$ cat src/rtl/result_uart_tx_if.sv
// Interface between the result monitor and its host side: the watched value,
// the capture enable, the UART line and the status outputs.
interface result_uart_tx_if #(
  parameter int DATA_W = 32
);
  logic [DATA_W-1:0] reg_return;
  logic              capture_en;
  logic              tx_out;
  logic              busy;
  logic              fifo_full;
  logic [7:0]        drop_count;

  modport master (
    output reg_return, capture_en,
    input  tx_out, busy, fifo_full, drop_count
  );

  modport slave (
    input  reg_return, capture_en,
    output tx_out, busy, fifo_full, drop_count
  );
endinterface

$ cat src/rtl/result_uart_tx.sv
// Captures each new distinct return value into a small FIFO and sends it MSB byte
// first over UART 8N1. Define RESULT_UART_TX_PARITY_EN for an even parity bit (8E1).
module result_uart_tx #(
  parameter int CLKS_PER_BIT = 868,
  parameter int FIFO_DEPTH   = 8,
  parameter int DATA_W       = 32
) (
  input  logic              clk,
  input  logic              rst,
  result_uart_tx_if.slave   bus
);
  localparam int PTR_W  = (FIFO_DEPTH > 1) ? $clog2(FIFO_DEPTH) : 1;
  localparam int CNT_W  = PTR_W + 1;
  localparam int BAUD_W = (CLKS_PER_BIT > 1) ? $clog2(CLKS_PER_BIT) : 1;
  localparam int NBYTES = DATA_W / 8;
  localparam int BYTE_W = (NBYTES > 1) ? $clog2(NBYTES) : 1;

  localparam logic [CNT_W-1:0]  DEPTH_C   = CNT_W'(FIFO_DEPTH);
  localparam logic [BAUD_W-1:0] BAUD_LAST = BAUD_W'(CLKS_PER_BIT - 1);
  localparam logic [BYTE_W-1:0] LAST_BYTE = BYTE_W'(NBYTES - 1);

  localparam logic [2:0] S_IDLE   = 3'd0;
  localparam logic [2:0] S_START  = 3'd1;
  localparam logic [2:0] S_DATA   = 3'd2;
  localparam logic [2:0] S_STOP   = 3'd4;
`ifdef RESULT_UART_TX_PARITY_EN
  localparam logic [2:0] S_PARITY = 3'd3;
`endif

  logic [DATA_W-1:0] r_mem [FIFO_DEPTH];
  logic [PTR_W-1:0]  r_wr_ptr, r_rd_ptr;
  logic [CNT_W-1:0]  r_count;
  logic              r_fifo_full;
  logic [DATA_W-1:0] r_last_value;
  logic [7:0]        r_drop_count;

  logic [2:0]        r_state;
  logic [BAUD_W-1:0] r_baud;
  logic [2:0]        r_bit_idx;
  logic [BYTE_W-1:0] r_byte_idx;
  logic [DATA_W-1:0] r_word;
  logic [7:0]        r_shift;
  logic              r_tx;
  logic              r_busy;
`ifdef RESULT_UART_TX_PARITY_EN
  logic              r_parity;
`endif

  logic              w_change, w_push, w_pop, w_empty, w_baud_done;
  logic [CNT_W-1:0]  w_count_next;
  logic [DATA_W-1:0] w_head;
  logic [7:0]        w_load_byte;

  assign w_empty     = (r_count == '0);
  assign w_change    = bus.capture_en && (bus.reg_return != r_last_value);
  assign w_pop       = (r_state == S_IDLE) && !w_empty;
  // A full FIFO still accepts a push when the head leaves in the same cycle.
  assign w_push      = w_change && (!r_fifo_full || w_pop);
  assign w_head      = r_mem[r_rd_ptr];
  assign w_baud_done = (r_baud == BAUD_LAST);
  assign w_load_byte = (r_state == S_IDLE) ? w_head[DATA_W-1 -: 8] : r_word[DATA_W-1 -: 8];

  // NOTE: every variable assigned in always_comb gets a default first, so no latch is inferred.
  always_comb begin
    w_count_next = r_count;
    case ({w_push, w_pop})
      2'b10:   w_count_next = r_count + 1'b1;
      2'b01:   w_count_next = r_count - 1'b1;
      default: w_count_next = r_count;
    endcase
  end

  // NOTE: storage is not reset; pointers and occupancy alone decide which entries are valid.
  always_ff @(posedge clk) begin
    if (w_push) r_mem[r_wr_ptr] <= bus.reg_return;
  end

  // NOTE: reset is synchronous, so rst is only tested inside the clocked block.
  always_ff @(posedge clk) begin
    if (!rst) begin
      r_wr_ptr     <= '0;
      r_rd_ptr     <= '0;
      r_count      <= '0;
      r_fifo_full  <= 1'b0;
      r_last_value <= '0;
      r_drop_count <= '0;
    end else begin
      if (w_change) r_last_value <= bus.reg_return;
      if (w_push)   r_wr_ptr     <= r_wr_ptr + 1'b1;
      if (w_pop)    r_rd_ptr     <= r_rd_ptr + 1'b1;
      r_count     <= w_count_next;
      r_fifo_full <= (w_count_next == DEPTH_C);
      if (w_change && !w_push && (r_drop_count != 8'hFF))
        r_drop_count <= r_drop_count + 1'b1;
    end
  end

  // tx_out is registered: each transition loads the line level of the state being entered.
  always_ff @(posedge clk) begin
    if (!rst) begin
      r_state    <= S_IDLE;
      r_baud     <= '0;
      r_bit_idx  <= '0;
      r_byte_idx <= '0;
      r_word     <= '0;
      r_shift    <= '0;
      r_tx       <= 1'b1;
      r_busy     <= 1'b0;
`ifdef RESULT_UART_TX_PARITY_EN
      r_parity   <= 1'b0;
`endif
    end else begin
      r_baud <= w_baud_done ? '0 : r_baud + 1'b1;
      case (r_state)
        S_IDLE: begin
          r_baud <= '0;
          r_tx   <= 1'b1;
          if (w_pop) begin
            r_word     <= w_head << 8;
            r_shift    <= w_load_byte;
            r_byte_idx <= '0;
            r_busy     <= 1'b1;
            r_tx       <= 1'b0;
            r_state    <= S_START;
`ifdef RESULT_UART_TX_PARITY_EN
            r_parity   <= ^w_load_byte;
`endif
          end
        end
        S_START: begin
          if (w_baud_done) begin
            r_bit_idx <= '0;
            r_tx      <= r_shift[0];
            r_state   <= S_DATA;
          end
        end
        S_DATA: begin
          if (w_baud_done) begin
            if (r_bit_idx == 3'd7) begin
`ifdef RESULT_UART_TX_PARITY_EN
              r_tx    <= r_parity;
              r_state <= S_PARITY;
`else
              r_tx    <= 1'b1;
              r_state <= S_STOP;
`endif
            end else begin
              r_bit_idx <= r_bit_idx + 1'b1;
              r_shift   <= r_shift >> 1;
              r_tx      <= r_shift[1];
            end
          end
        end
`ifdef RESULT_UART_TX_PARITY_EN
        S_PARITY: begin
          if (w_baud_done) begin
            r_tx    <= 1'b1;
            r_state <= S_STOP;
          end
        end
`endif
        S_STOP: begin
          if (w_baud_done) begin
            if (r_byte_idx != LAST_BYTE) begin
              r_byte_idx <= r_byte_idx + 1'b1;
              r_shift    <= w_load_byte;
              r_word     <= r_word << 8;
              r_tx       <= 1'b0;
              r_state    <= S_START;
`ifdef RESULT_UART_TX_PARITY_EN
              r_parity   <= ^w_load_byte;
`endif
            end else begin
              r_busy  <= 1'b0;
              r_tx    <= 1'b1;
              r_state <= S_IDLE;
            end
          end
        end
        default: begin
          r_tx    <= 1'b1;
          r_busy  <= 1'b0;
          r_state <= S_IDLE;
        end
      endcase
    end
  end

  assign bus.tx_out     = r_tx;
  assign bus.busy       = r_busy;
  assign bus.fifo_full  = r_fifo_full;
  assign bus.drop_count = r_drop_count;

endmodule

$ cat src/flat_wrapper.sv
// flat-port wrapper written by rule: the top's interface ports become plain ports
module result_uart_tx_flat 
#(
  parameter int CLKS_PER_BIT = 868,
  parameter int FIFO_DEPTH   = 8,
  parameter int DATA_W       = 32
)
  (clk, rst, bus_reg_return, bus_capture_en, bus_tx_out, bus_busy, bus_fifo_full, bus_drop_count);
  result_uart_tx_if #(.DATA_W(DATA_W)) bus_i ();
  input  logic clk;
  input  logic rst;
  input wire logic [$bits(bus_i.reg_return)-1:0] bus_reg_return;
  input wire logic [$bits(bus_i.capture_en)-1:0] bus_capture_en;
  output wire logic [$bits(bus_i.tx_out)-1:0] bus_tx_out;
  output wire logic [$bits(bus_i.busy)-1:0] bus_busy;
  output wire logic [$bits(bus_i.fifo_full)-1:0] bus_fifo_full;
  output wire logic [$bits(bus_i.drop_count)-1:0] bus_drop_count;
  assign bus_i.reg_return = bus_reg_return;
  assign bus_i.capture_en = bus_capture_en;
  assign bus_tx_out = bus_i.tx_out;
  assign bus_busy = bus_i.busy;
  assign bus_fifo_full = bus_i.fifo_full;
  assign bus_drop_count = bus_i.drop_count;
  result_uart_tx #(.CLKS_PER_BIT(CLKS_PER_BIT), .FIFO_DEPTH(FIFO_DEPTH), .DATA_W(DATA_W)) u_core (.clk(clk), .rst(rst), .bus(bus_i));
endmodule
$ cat config.mk
export PLATFORM = sky130hd
export DESIGN_NAME = result_uart_tx_flat
export DESIGN_NICKNAME = d
export VERILOG_FILES = /design/src/rtl/result_uart_tx_if.sv /design/src/rtl/result_uart_tx.sv /design/src/flat_wrapper.sv
export SDC_FILE = /design/constraint.sdc
export NUM_CORES = 1
export LEC_CHECK = 0
export ABC_AREA = 1
export CORE_MARGIN = 2
export CORE_UTILIZATION = 60
export DETAILED_ROUTE_END_ITERATION = 10
export PLACE_DENSITY = 0.77
export SLEW_MARGIN = 20
export SYNTH_ARGS = -nofsm -noshare
export SYNTH_HDL_FRONTEND = slang
export SYNTH_SLANG_ARGS = --single-unit
export TNS_END_PERCENT = 50
$ cat constraint.sdc
create_clock -name clk -period 4.5 [get_ports clk]
set_clock_uncertainty 0.15 [all_clocks]
set_input_delay 0.9 -clock clk [delete_from_list [all_inputs] [get_ports clk]]
set_output_delay 0.9 -clock clk [all_outputs]
set_load 0.005 [all_outputs]
; Word level (Yosys, flattened, before mapping)
; Memory sizes are Yosys's and may differ from the RTL's. A register that Yosys moved wholly into a read port is not among the register bits.
; Index checks and enable logic that the tools add are counted.
[word_totals]
word_cells = 108
out_inout_bits = 11
mem_bits_rw = 256
mem_count = 1
inputBits = 35
ff_bits = 111
[memory_table]
columns = memory, words, width, rd, rd_clocked_by_memory_dff, wr, line
row1 = u_core.r_mem, 8, 32, 1, 1, 1, result_uart_tx.sv:30  ; logic [DATA_W-1:0] r_mem [FIFO_DEPTH];
[classes]
bitwise = 2
n_addsub = 8
n_reduce_logical = 22
eq_ne = 19
n_mux = 42
[ops]
columns = cell, count
row1 = $mux 32, 3
row2 = $pmux 32 s2, 1
row3 = $mux 8, 6
row4 = $ne 32x32->1, 1
row5 = $mux 3, 10
row6 = $pmux 8 s3, 1
row7 = $mux 1, 12
row8 = $ne 2x1->1 const B, 6
row9 = $pmux 3 s4, 1
row10 = $reduce_and 4->1, 3
row11 = $add 10x1->10 const B, 1
row12 = $eq 10x10->1 const B, 1
row13 = $add 3x1->3 const B, 3
row14 = $add 8x1->8 const B, 1
row15 = $ne 8x8->1 const B, 1
row16 = $pmux 4 s2, 1
row17 = $eq 3x3->1 const B, 2
row18 = $mux 2, 3
row19 = $ne 2x2->1 const B, 3
row20 = $pmux 3 s2, 1
row21 = $reduce_and 6->1, 1
row22 = $logic_and 1x1->1, 5
row23 = $reduce_and 5->1, 1
row24 = $add 4x1->4 const B, 1
row25 = 20 further kinds, 24

; Depth between registers and ports, before layout
; Gate-level depths: netlist (run 1).
[logic_depth]
depth_word = 8
ltp_mapped = 20
mapped_depth_nobuf = 20

; Least setup slack after synthesis (run 1)
; Ideal clock, no wire load.
[synth_path]
path_type = in2reg
startpoint = input port bus_reg_return[7]
endpoint = memory u_core.r_mem[0][0], enable pin
arrival_ns = 3.082
slack_ns = 0.847
setup_ns = 0.421
n_path_buf = 0
cell_stages = 12
required_ns = 3.929
cell_sequence = inv_1 -> nand2_1 -> nand2_1 -> nand2_1 -> nor2_1 -> nand2_1 -> nor2_1 -> nand2_2 -> nand3_1 -> inv_2 -> nand2_1 -> nor2_1
[synth_between]
elab_chain_len = 5
[synth_lines]
columns = item, line
row1 = from (decl), flat_wrapper.sv:12  ; input wire logic [$bits(bus_i.reg_return)-1:0] bus_reg_return;
row2 = $ne 32x32->1, result_uart_tx.sv:55  ; assign w_change = bus.capture_en && (bus.reg_return != r_last_value);
row3 = $logic_and 1x1->1, result_uart_tx.sv:55
row4 = $logic_and 1x1->1, result_uart_tx.sv:58  ; assign w_push = w_change && (!r_fifo_full || w_pop);
row5 = $mux 1, result_uart_tx.sv:75  ; if (w_push) r_mem[r_wr_ptr] <= bus.reg_return;
row6 = $mux 1 (not written as such), result_uart_tx.sv:75
row7 = to (decl), result_uart_tx.sv:30
; Every way passes these cells.

; Worst setup path in the final report (run 1)
[layout_path]
startpoint = input port bus_reg_return[28]
endpoint = register u_core.r_fifo_full, in the netlist u_core.bus.fifo_full
[layout_between]
elab_chain_len = 6
elab_cells_between_ends = 7
classes_between = eq/ne: 4 / mux: 1 / reduce/logical: 2
[layout_lines]
columns = item, line
row1 = $ne 32x32->1 *, result_uart_tx.sv:55
row2 = $logic_and 1x1->1 *, result_uart_tx.sv:55
row3 = $logic_and 1x1->1 *, result_uart_tx.sv:58
row4 = $eq 2x1->1 / $eq 2x2->1 (equally long branches), result_uart_tx.sv:66  ; case ({w_push, w_pop})
row5 = $pmux 4 s2 *, result_uart_tx.sv:66
row6 = $eq 4x4->1 *, result_uart_tx.sv:92  ; r_fifo_full <= (w_count_next == DEPTH_C);
row7 = to (signal assigned), result_uart_tx.sv:92
row8 = to (decl), result_uart_tx.sv:33  ; logic r_fifo_full;
; Mark *: on every way between the ends. The rest lies on a longest branch, timed or not.
; A chain may end at the register's enable or synchronous reset.

==> impl_metrics.xml, run 1 <==
<?xml version="1.0" encoding="UTF-8"?>
<metrics>
  <group name="setup_path">
    <metric name="cp_slowest_stage_delay" unit="ns">0.68</metric>
    <metric name="crit_path_max_fanout" unit="">11</metric>
    <metric name="worst_path_most_repeated_cell" unit="">sky130_fd_sc_hd__nor2_1</metric>
    <metric name="timing.critical_path.required" unit="ns">4.81</metric>
    <metric name="timing.critical_path.cells" unit="">clkdlybuf4s50_1 -&gt; nand2_1 -&gt; nand2_1 -&gt; nand2_1 -&gt; nor2_1 -&gt; nand2_1 -&gt; nor2_1 -&gt; nand2_2 -&gt; nand3_1 -&gt; ha_1 -&gt; nor2_1 -&gt; nor2_1 -&gt; ha_1 -&gt; a21oi_1 -&gt; a21oi_1 -&gt; o21ai_0 -&gt; o21ai_0 -&gt; nand3_1 -&gt; nor2_1</metric>
    <metric name="cp_data_arrival_time" unit="ns">3.99</metric>
    <metric name="critical_path_class" unit="">input pin to flop</metric>
    <metric name="cell_with_the_largest_stage_delay_on_the_worst_path" unit="">sky130_fd_sc_hd__clkdlybuf4s50_1</metric>
    <metric name="start_kind" unit="">input pin</metric>
    <metric name="worstSetupEndpointType" unit="">flop</metric>
  </group>
  <group name="pwr">
    <metric name="total_leakage_power" unit="nW">6.19</metric>
    <metric name="power_per_cell_area" unit="nW/um^2">561</metric>
    <metric name="switching_share" unit="%">31.0</metric>
    <metric name="p_switching" unit="mW">2.95</metric>
    <metric name="seqPwrFrac" unit="%">42.9</metric>
    <metric name="power.share.combinational" unit="%">22.4</metric>
    <metric name="cell_internal_pwr" unit="mW">6.58</metric>
    <metric name="power.ir.vdd_worst" unit="mV">0.414</metric>
    <metric name="fin_total_pwr" unit="mW">9.54</metric>
    <metric name="p_clk_share" unit="%">34.7</metric>
  </group>
  <group name="sta">
    <metric name="worst_slack" unit="ns">0.819</metric>
    <metric name="timing_hold_violations_final" unit="">0</metric>
    <metric name="max_freq" unit="MHz">272</metric>
    <metric name="worst_slew_pin_slew" unit="ns">1.05</metric>
    <metric name="fin_crit_sh" unit="%">81.8</metric>
    <metric name="fin_crit" unit="ns">3.68</metric>
    <metric name="timing.hold.ws" unit="ns">0.301</metric>
    <metric name="drv_slew" unit="">0</metric>
    <metric name="setup_total_negative_slack" unit="ns">0</metric>
    <metric name="rsz0062_at_grt" unit="">false</metric>
    <metric name="final-setup-viol-count" unit="">0</metric>
    <metric name="timing.max_slew.rel_slack" unit="%">29.8</metric>
  </group>
  <group name="cells_and_area">
    <metric name="layout.cells.non_filler" unit="">1795</metric>
    <metric name="final_cell_area" unit="sq um">17000</metric>
    <metric name="n_antenna_cell" unit="">0</metric>
    <metric name="final_layout_size_suffix_gt1_share" unit="%">8.16</metric>
    <metric name="areaGrowthSynthToFinish" unit="%">14.2</metric>
    <metric name="count_of_nets_after_finishing" unit="">1486</metric>
    <metric name="layout.core_utilization" unit="%">69.9</metric>
  </group>
  <group name="detailed_routing">
    <metric name="vias_per_cell" unit="">5.89</metric>
    <metric name="route.detailed.drc" unit="">0</metric>
    <metric name="number_of_nets_with_antenna_violations_after_routing" unit="">0</metric>
    <metric name="wl" unit="um">35100</metric>
    <metric name="via_count" unit="">10566</metric>
    <metric name="firstDrtPassIters" unit="">5</metric>
    <metric name="initial_drt_markers" unit="">1210</metric>
    <metric name="avgRoutedWirePerCell" unit="um">19.5</metric>
  </group>
  <group name="place">
    <metric name="place.detailed.instances" unit="">1725</metric>
    <metric name="finalWeightedCongestion" unit="">0.822</metric>
    <metric name="placement.io_buffers" unit="">45</metric>
    <metric name="dpl_cell_area" unit="sq um">15700</metric>
    <metric name="pre_cts_ws" unit="ns">0.313</metric>
    <metric name="detailedPlacementHpwl" unit="um">18600</metric>
  </group>
  <group name="global_route">
    <metric name="grt_remaining_overflow" unit="">0</metric>
    <metric name="grt_pass1_vias" unit="">10129</metric>
    <metric name="global_route_wire_length_before_repair" unit="um">54500</metric>
    <metric name="grt.total_usage" unit="%">27.1</metric>
    <metric name="initial_antenna_violation_count" unit="">1</metric>
    <metric name="largest_net_degree_at_the_start_of_global_routing" unit="">90</metric>
  </group>
  <group name="cts">
    <metric name="cts.sink_count" unit="">362</metric>
    <metric name="cts-htree-levels" unit="">2</metric>
    <metric name="clock_tree_from_tritoncts" unit="">done</metric>
    <metric name="ctsResizeCount" unit="">0</metric>
    <metric name="post_cts_hold_buffer_count" unit="">0</metric>
    <metric name="cts-buffers-inserted" unit="">38</metric>
    <metric name="postCtsSetupRepairBufs" unit="">0</metric>
    <metric name="insertion_delay" unit="ns">0.53</metric>
    <metric name="clk_root_buffer_cell" unit="">sky130_fd_sc_hd__clkbuf_16</metric>
    <metric name="cts.clk_slew.worst_paths" unit="ns">0.06</metric>
    <metric name="cts_buffer_depth" unit="">3</metric>
  </group>
  <group name="floorplanning">
    <metric name="placeableCoreArea" unit="sq um">24300</metric>
    <metric name="initial_utilization" unit="%">61.2</metric>
    <metric name="top_ports" unit="">46</metric>
    <metric name="site_row_count" unit="">57</metric>
    <metric name="die-width" unit="um">162</metric>
    <metric name="die_area" unit="sq um">26100</metric>
    <metric name="die_h" unit="um">162</metric>
  </group>
  <group name="run">
    <metric name="cap_viol_max_count" unit="">0</metric>
  </group>
  <group name="synth">
    <metric name="synth_warnings" unit="">0</metric>
    <metric name="async_reset_ff_share" unit="%">0</metric>
    <metric name="post_synth.cell_area_avg" unit="sq um">10.5</metric>
    <metric name="synth.most_common_cell" unit="">sky130_fd_sc_hd__edfxtp_1</metric>
    <metric name="biggest_area_consumer_among_synthesized_cells" unit="">sky130_fd_sc_hd__edfxtp_1</metric>
    <metric name="syn-num-nets" unit="">1461</metric>
    <metric name="synth_commonest_cells" unit="">sky130_fd_sc_hd__edfxtp_1, sky130_fd_sc_hd__nor2_1, sky130_fd_sc_hd__nand2_1, sky130_fd_sc_hd__o21ai_0, sky130_fd_sc_hd__dfxtp_1</metric>
    <metric name="synth_seq_cells" unit="">362</metric>
    <metric name="yosysSeqAreaShare" unit="%">65.9</metric>
    <metric name="syn_inst" unit="">1416</metric>
    <metric name="synth_top_area_share" unit="%">51.6</metric>
    <metric name="number_of_enable_flip_flop_cells_after_synthesis" unit="">256</metric>
    <metric name="netlist_area" unit="sq um">14900</metric>
    <metric name="distinct_cells_synth" unit="">41</metric>
    <metric name="synth_area_leaders" unit="">sky130_fd_sc_hd__edfxtp_1, sky130_fd_sc_hd__dfxtp_1, sky130_fd_sc_hd__nor2_1</metric>
    <metric name="dominantRegCellSynth" unit="">sky130_fd_sc_hd__edfxtp_1</metric>
  </group>
  <group name="status">
    <metric name="outcome" unit="">complete, no violations</metric>
  </group>
  <group name="min_path">
    <metric name="hp-class" unit="">flop to flop</metric>
  </group>
</metrics>
## cell families (layout without fill, tap and decap cells)
kind of cell / Yosys count / count (layout) / synth area share [%]
AOI/OAI and AO/OA: 340 / 340 / 12.6
xor gates and xnor gates: 32 / 32 / 1.88
adders and majority gates: 10 / 10 / 0.840
buffers and inverters: 161 / 216 / 4.75
DFF: 362 / 362 / 65.9
and+or+nand+nor: 511 / 511 / 14.1
## registers in the layout, indices dropped and copies added, names as in the netlist, named ones only
register               cells
u_core.r_mem             256
u_core.r_last_value       32
u_core.r_word             24
u_core.r_baud             10
u_core.bus.drop_count      8
u_core.r_shift             8
u_core.r_count             4
u_core.r_bit_idx           3
u_core.r_rd_ptr            3
u_core.r_state             3
u_core.r_wr_ptr            3
u_core.r_byte_idx          2
u_core.bus.busy            1
u_core.bus.fifo_full       1
u_core.bus.tx_out          1
## critical path, delay by kind of cell
kind	cells	cell delay [ns]
AO/OA/AOI/OAI	4	0.37
AND/OR/NAND/NOR	12	1.56
adder cells (fa/ha/maj)	2	0.46
buffers and inverters	1	0.68
## layer usage
metal	global-route usage [%]	vias up	part of all wire [%]
li1	-	4999	-
met1	36.2	4999	40
met2	44.3	493	48
met3	4.60	75	8.7
met4	11.2	0	3.0
met5	0	-	0
## placed cells by master, fill, tap and decap left out, drive strengths merged
cell type and count:
o31ai 1, o211ai 1, nand2 183, o211a 1, xor2 8, nor2 246
nor3 27, a311oi 1, o21ai 192, buf 18, nand4 8, clkbuf 50
o22ai 32, edfxtp 256, and2 1, dfxtp 106, clkdlybuf4s50 44, clkinv 15
o2111ai 2, bufinv 6, nand3 43, o221ai 24, xnor2 24, inv 83
nor3b 1, ha 10, o21bai 5, a21oi 81, or2 2
## final cells by class
type                       instances  area, sq um
clock buffer                      50         1080
clock inverter                    20          272
fill                            1718         7310
inverter                          84          319
multi-input combinational        893         4440
sequential                       362         9810
tap                              324          405
timing repair buffer              62          686
## worst paths after layout
| check | startpoint | endpoint | slack [ns] | cells past startpoint |
|---|---|---|---|---|
| min reg2reg | u_core.r_baud[0]$_SDFF_PP0_ | u_core.r_baud[0]$_SDFF_PP0_ | 0.30 | 1 |
| max | bus_reg_return[28] | u_core.bus.fifo_full$_SDFF_PN0_ | 0.82 | 19 |
| max reg2reg | flop | u_core.r_word[28]$_SDFFE_PN0P_ | 1.29 | 10 |
| min | u_core.r_baud[0]$_SDFF_PP0_ | u_core.r_baud[0]$_SDFF_PP0_ | 0.30 | 1 |
## power groups by stage
| stage | clock network, mW | registers [mW] | logic (mW) |
|---|---|---|---|
| 6_report | 3.31 | 4.09 | 2.14 |
| 3_5_place_dp | 0 | 4.14 | 2.09 |
| 5_1_grt | 3.49 | 4.11 | 2.36 |
| 3_3_place_gp | 0 | 4.13 | 2.04 |
| 2_1_floorplan | 0 | 4.03 | 1.61 |
| 4_1_cts | 3.34 | 4.08 | 2.11 |
(Power assumes the default switching activity.)
==> run 2, diff against run 1 <==
clock period = 3.5 ns   (was 4.5 ns; I/O delays follow)
==> run 2 against run 1 <==
Sequential share of layout area down 0.86 points. Flip-flop and latch count unchanged. Total power grew 24%. Combinational power increased by 36%. Setup slack got worse by 0.48 ns. Clock-buffer cell count increased by 2. Non-clock buffer count increased by 47. Utilization increased by 1.1 points. Hold slack is essentially flat. Global-route usage grew 0.73 points. Critical path type unchanged. Die area unchanged.
==> impl_metrics.xml, run 2 (same netlist as run 1, synthesis figures left out) <==
<?xml version="1.0" encoding="UTF-8"?>
<metrics>
  <group name="pwr">
    <metric name="power.share.combinational" unit="%">24.8</metric>
    <metric name="p_switching" unit="mW">3.76</metric>
    <metric name="total_leakage_power" unit="nW">6.34</metric>
    <metric name="power.ir.vdd_worst" unit="mV">0.578</metric>
    <metric name="seqPwrFrac" unit="%">43.9</metric>
    <metric name="fin_total_pwr" unit="mW">11.8</metric>
    <metric name="switching_share" unit="%">31.9</metric>
    <metric name="p_clk_share" unit="%">31.3</metric>
    <metric name="power_per_cell_area" unit="nW/um^2">683</metric>
    <metric name="cell_internal_pwr" unit="mW">8.03</metric>
  </group>
  <group name="floorplanning">
    <metric name="site_row_count" unit="">57</metric>
    <metric name="initial_utilization" unit="%">61.2</metric>
    <metric name="placeableCoreArea" unit="sq um">24300</metric>
    <metric name="top_ports" unit="">46</metric>
    <metric name="die_area" unit="sq um">26100</metric>
    <metric name="die-width" unit="um">162</metric>
    <metric name="die_h" unit="um">162</metric>
  </group>
  <group name="cells_and_area">
    <metric name="top_regs" unit="">u_core.r_mem (256), u_core.r_last_value (32), u_core.r_word (24)</metric>
    <metric name="areaGrowthSynthToFinish" unit="%">15.9</metric>
    <metric name="regMostFlops" unit="">u_core.r_mem</metric>
    <metric name="final.fill_count" unit="">1687</metric>
    <metric name="layout.cells.most_common_list" unit="">sky130_fd_sc_hd__edfxtp_1, sky130_fd_sc_hd__nor2_1, sky130_fd_sc_hd__nand2_1</metric>
    <metric name="final_common_cell" unit="">sky130_fd_sc_hd__edfxtp_1</metric>
    <metric name="n_antenna_cell" unit="">0</metric>
    <metric name="count_of_nets_after_finishing" unit="">1532</metric>
    <metric name="final_layout_size_suffix_gt1_share" unit="%">10.3</metric>
    <metric name="largest_reg_flops" unit="">256</metric>
    <metric name="final_cell_area" unit="sq um">17300</metric>
    <metric name="multi_input_combinational_cell_area" unit="sq um">4440</metric>
    <metric name="seq_area" unit="sq um">9810</metric>
  </group>
  <group name="place">
    <metric name="finalWeightedCongestion" unit="">0.849</metric>
    <metric name="detailedPlacementHpwl" unit="um">20900</metric>
    <metric name="dpl_cell_area" unit="sq um">16100</metric>
    <metric name="placement.io_buffers" unit="">45</metric>
  </group>
  <group name="detailed_routing">
    <metric name="route.detailed.drc" unit="">0</metric>
    <metric name="via_count" unit="">10891</metric>
    <metric name="vias_per_cell" unit="">5.92</metric>
    <metric name="initial_drt_markers" unit="">1229</metric>
    <metric name="wl" unit="um">35600</metric>
    <metric name="firstDrtPassIters" unit="">7</metric>
    <metric name="avgRoutedWirePerCell" unit="um">19.4</metric>
    <metric name="number_of_nets_with_antenna_violations_after_routing" unit="">0</metric>
  </group>
  <group name="setup_path">
    <metric name="worst_path_most_repeated_cell" unit="">sky130_fd_sc_hd__nor2_1</metric>
    <metric name="timing.critical_path.required" unit="ns">3.76</metric>
    <metric name="critical_path_class" unit="">input pin to flop</metric>
    <metric name="start_kind" unit="">input pin</metric>
    <metric name="cp_slowest_stage_delay" unit="ns">0.46</metric>
    <metric name="timing.critical_path.max_delay_family" unit="">simple AND/OR/NAND/NOR gates</metric>
    <metric name="cell_with_the_largest_stage_delay_on_the_worst_path" unit="">sky130_fd_sc_hd__clkdlybuf4s50_1</metric>
    <metric name="worstSetupEndpointType" unit="">flop</metric>
    <metric name="timing.critical_path.cells" unit="">clkdlybuf4s50_1 -&gt; buf_4 -&gt; xnor2_1 -&gt; nand2_1 -&gt; nor2_1 -&gt; nand2_1 -&gt; nor2_1 -&gt; nand2_2 -&gt; nand3_1 -&gt; ha_1 -&gt; nand2_1 -&gt; inv_1 -&gt; nor2_1 -&gt; ha_1 -&gt; a21oi_1 -&gt; a21oi_1 -&gt; o21ai_0 -&gt; o21ai_0 -&gt; nand3_1 -&gt; nor2_1</metric>
    <metric name="worst-path-buf-inv" unit="">3</metric>
    <metric name="cp_data_arrival_time" unit="ns">3.43</metric>
    <metric name="crit_path_max_fanout" unit="">10</metric>
  </group>
  <group name="sta">
    <metric name="setup_total_negative_slack" unit="ns">0</metric>
    <metric name="worst_slew_pin_slew" unit="ns">0.720</metric>
    <metric name="fin_crit" unit="ns">3.17</metric>
    <metric name="rsz0062_at_grt" unit="">false</metric>
    <metric name="timing.max_slew.rel_slack" unit="%">52.0</metric>
    <metric name="timing_hold_violations_final" unit="">0</metric>
    <metric name="max_freq" unit="MHz">316</metric>
    <metric name="drv_slew" unit="">0</metric>
    <metric name="final-setup-viol-count" unit="">0</metric>
    <metric name="timing.hold.ws" unit="ns">0.301</metric>
    <metric name="fin_crit_sh" unit="%">90.4</metric>
  </group>
  <group name="global_route">
    <metric name="initial_antenna_violation_count" unit="">0</metric>
    <metric name="largest_net_degree_at_the_start_of_global_routing" unit="">138</metric>
    <metric name="grt_remaining_overflow" unit="">0</metric>
    <metric name="gr-usage-met1" unit="%">37.1</metric>
    <metric name="grt.met3_usage" unit="%">4.60</metric>
    <metric name="global_route.peak_usage_layer" unit="">met2</metric>
    <metric name="grt.total_usage" unit="%">27.8</metric>
    <metric name="grt_pass1_vias" unit="">10504</metric>
    <metric name="global_route_wire_length_before_repair" unit="um">56000</metric>
    <metric name="global_route.usage.met2" unit="%">45.7</metric>
  </group>
  <group name="cts">
    <metric name="postCtsSetupRepairBufs" unit="">0</metric>
    <metric name="clk_root_buffer_cell" unit="">sky130_fd_sc_hd__clkbuf_16</metric>
    <metric name="cts-buffers-inserted" unit="">37</metric>
    <metric name="post_cts_hold_buffer_count" unit="">0</metric>
    <metric name="cts.sink_count" unit="">362</metric>
    <metric name="clock_tree_from_tritoncts" unit="">done</metric>
    <metric name="ctsResizeCount" unit="">0</metric>
    <metric name="insertion_delay" unit="ns">0.53</metric>
    <metric name="cts.clk_slew.worst_paths" unit="ns">0.06</metric>
    <metric name="cts-htree-levels" unit="">2</metric>
    <metric name="cts_buffer_depth" unit="">3</metric>
  </group>
  <group name="min_path">
    <metric name="hp-class" unit="">flop to flop</metric>
  </group>
  <group name="run">
    <metric name="cap_viol_max_count" unit="">0</metric>
  </group>
  <group name="status">
    <metric name="outcome" unit="">complete, no violations</metric>
  </group>
</metrics>
## run 2: cell count changes in the layout (fill, tap and decap cells not counted), sizes merged
cell,change
clkinv,-2
clkdlybuf4s50,-1
clkbuf,+2
dlymetal6s2s,+1
bufinv,-5
inv,+1
clkinvlp,+1
buf,+47
## run 2: worst paths after layout
| check | from | to | slack, ns | cells past startpoint |
|---|---|---|---|---|
| hold / removal | u_core.r_baud[0]$_SDFF_PP0_ | u_core.r_baud[0]$_SDFF_PP0_ | 0.30 | 1 |
| hold reg to reg | u_core.r_baud[0]$_SDFF_PP0_ | u_core.r_baud[0]$_SDFF_PP0_ | 0.30 | 1 |
| setup reg to reg | u_core.r_last_value[17]$_SDFFE_PN0P_ | u_core.bus.fifo_full$_SDFF_PN0_ | 0.69 | 18 |
| setup / recovery | bus_reg_return[27] | u_core.bus.fifo_full$_SDFF_PN0_ | 0.33 | 20 |
## run 2: final cells by class
| class | count | share of cell area, % |
|---|---|---|
| clock inverters | 15 | 0.601 |
| clock buffers | 52 | 5.92 |
| inverters | 84 | 1.85 |
| multi-input cells | 893 | 25.7 |
| well taps | 324 | 2.35 |
| repair buffers | 109 | 6.75 |
| flip-flops and latches | 362 | 56.8 |
## run 2: per-layer routing
layer / up-vias / share of wire (%)
met5: - / 0
met4: 0 / 2.9
met3: 65 / 8.5
met2: 525 / 48
met1: 5223 / 40
li1: 5078 / -
## run 2: stage by stage
| stage | utilization [%] | instances | setup WS (ns) |
|---|---|---|---|
| finish | 71.0 | 1839 | 0.335 |
| global route | 71.0 | 1839 | 0.0526 |
| CTS | 71.0 | 1839 | 0.370 |
| detailed placement | 66.4 | 1772 | -0.148 |
| global placement | 66.4 | 1772 | 0.0412 |
| floorplan | - | 1416 | 0.0471 |
## run 2: power by group through the flow
stage	clock [mW]	combinational (mW)	sequential [mW]
after global placement	0	2.74	5.24
after CTS	3.72	2.89	5.17
after detailed placement	0	2.85	5.25
after global routing	3.89	3.24	5.21
after floorplan	0	2.07	5.18
final	3.69	2.92	5.18
## run 2: worst reg2reg max path: stages (launching register included)
cell and delay [ns]:
sky130_fd_sc_hd__dfxtp_1 0.32, sky130_fd_sc_hd__xnor2_1 0.27, sky130_fd_sc_hd__nand2_1 0.09, sky130_fd_sc_hd__nor2_1 0.10
sky130_fd_sc_hd__nand2_1 0.12, sky130_fd_sc_hd__nor2_1 0.14, sky130_fd_sc_hd__nand2_2 0.10, sky130_fd_sc_hd__nand3_1 0.10
sky130_fd_sc_hd__ha_1 0.24, sky130_fd_sc_hd__nand2_1 0.07, sky130_fd_sc_hd__inv_1 0.08, sky130_fd_sc_hd__nor2_1 0.05
sky130_fd_sc_hd__ha_1 0.18, sky130_fd_sc_hd__a21oi_1 0.17, sky130_fd_sc_hd__a21oi_1 0.11, sky130_fd_sc_hd__o21ai_0 0.10
sky130_fd_sc_hd__o21ai_0 0.14, sky130_fd_sc_hd__nand3_1 0.09, sky130_fd_sc_hd__nor2_1 0.04
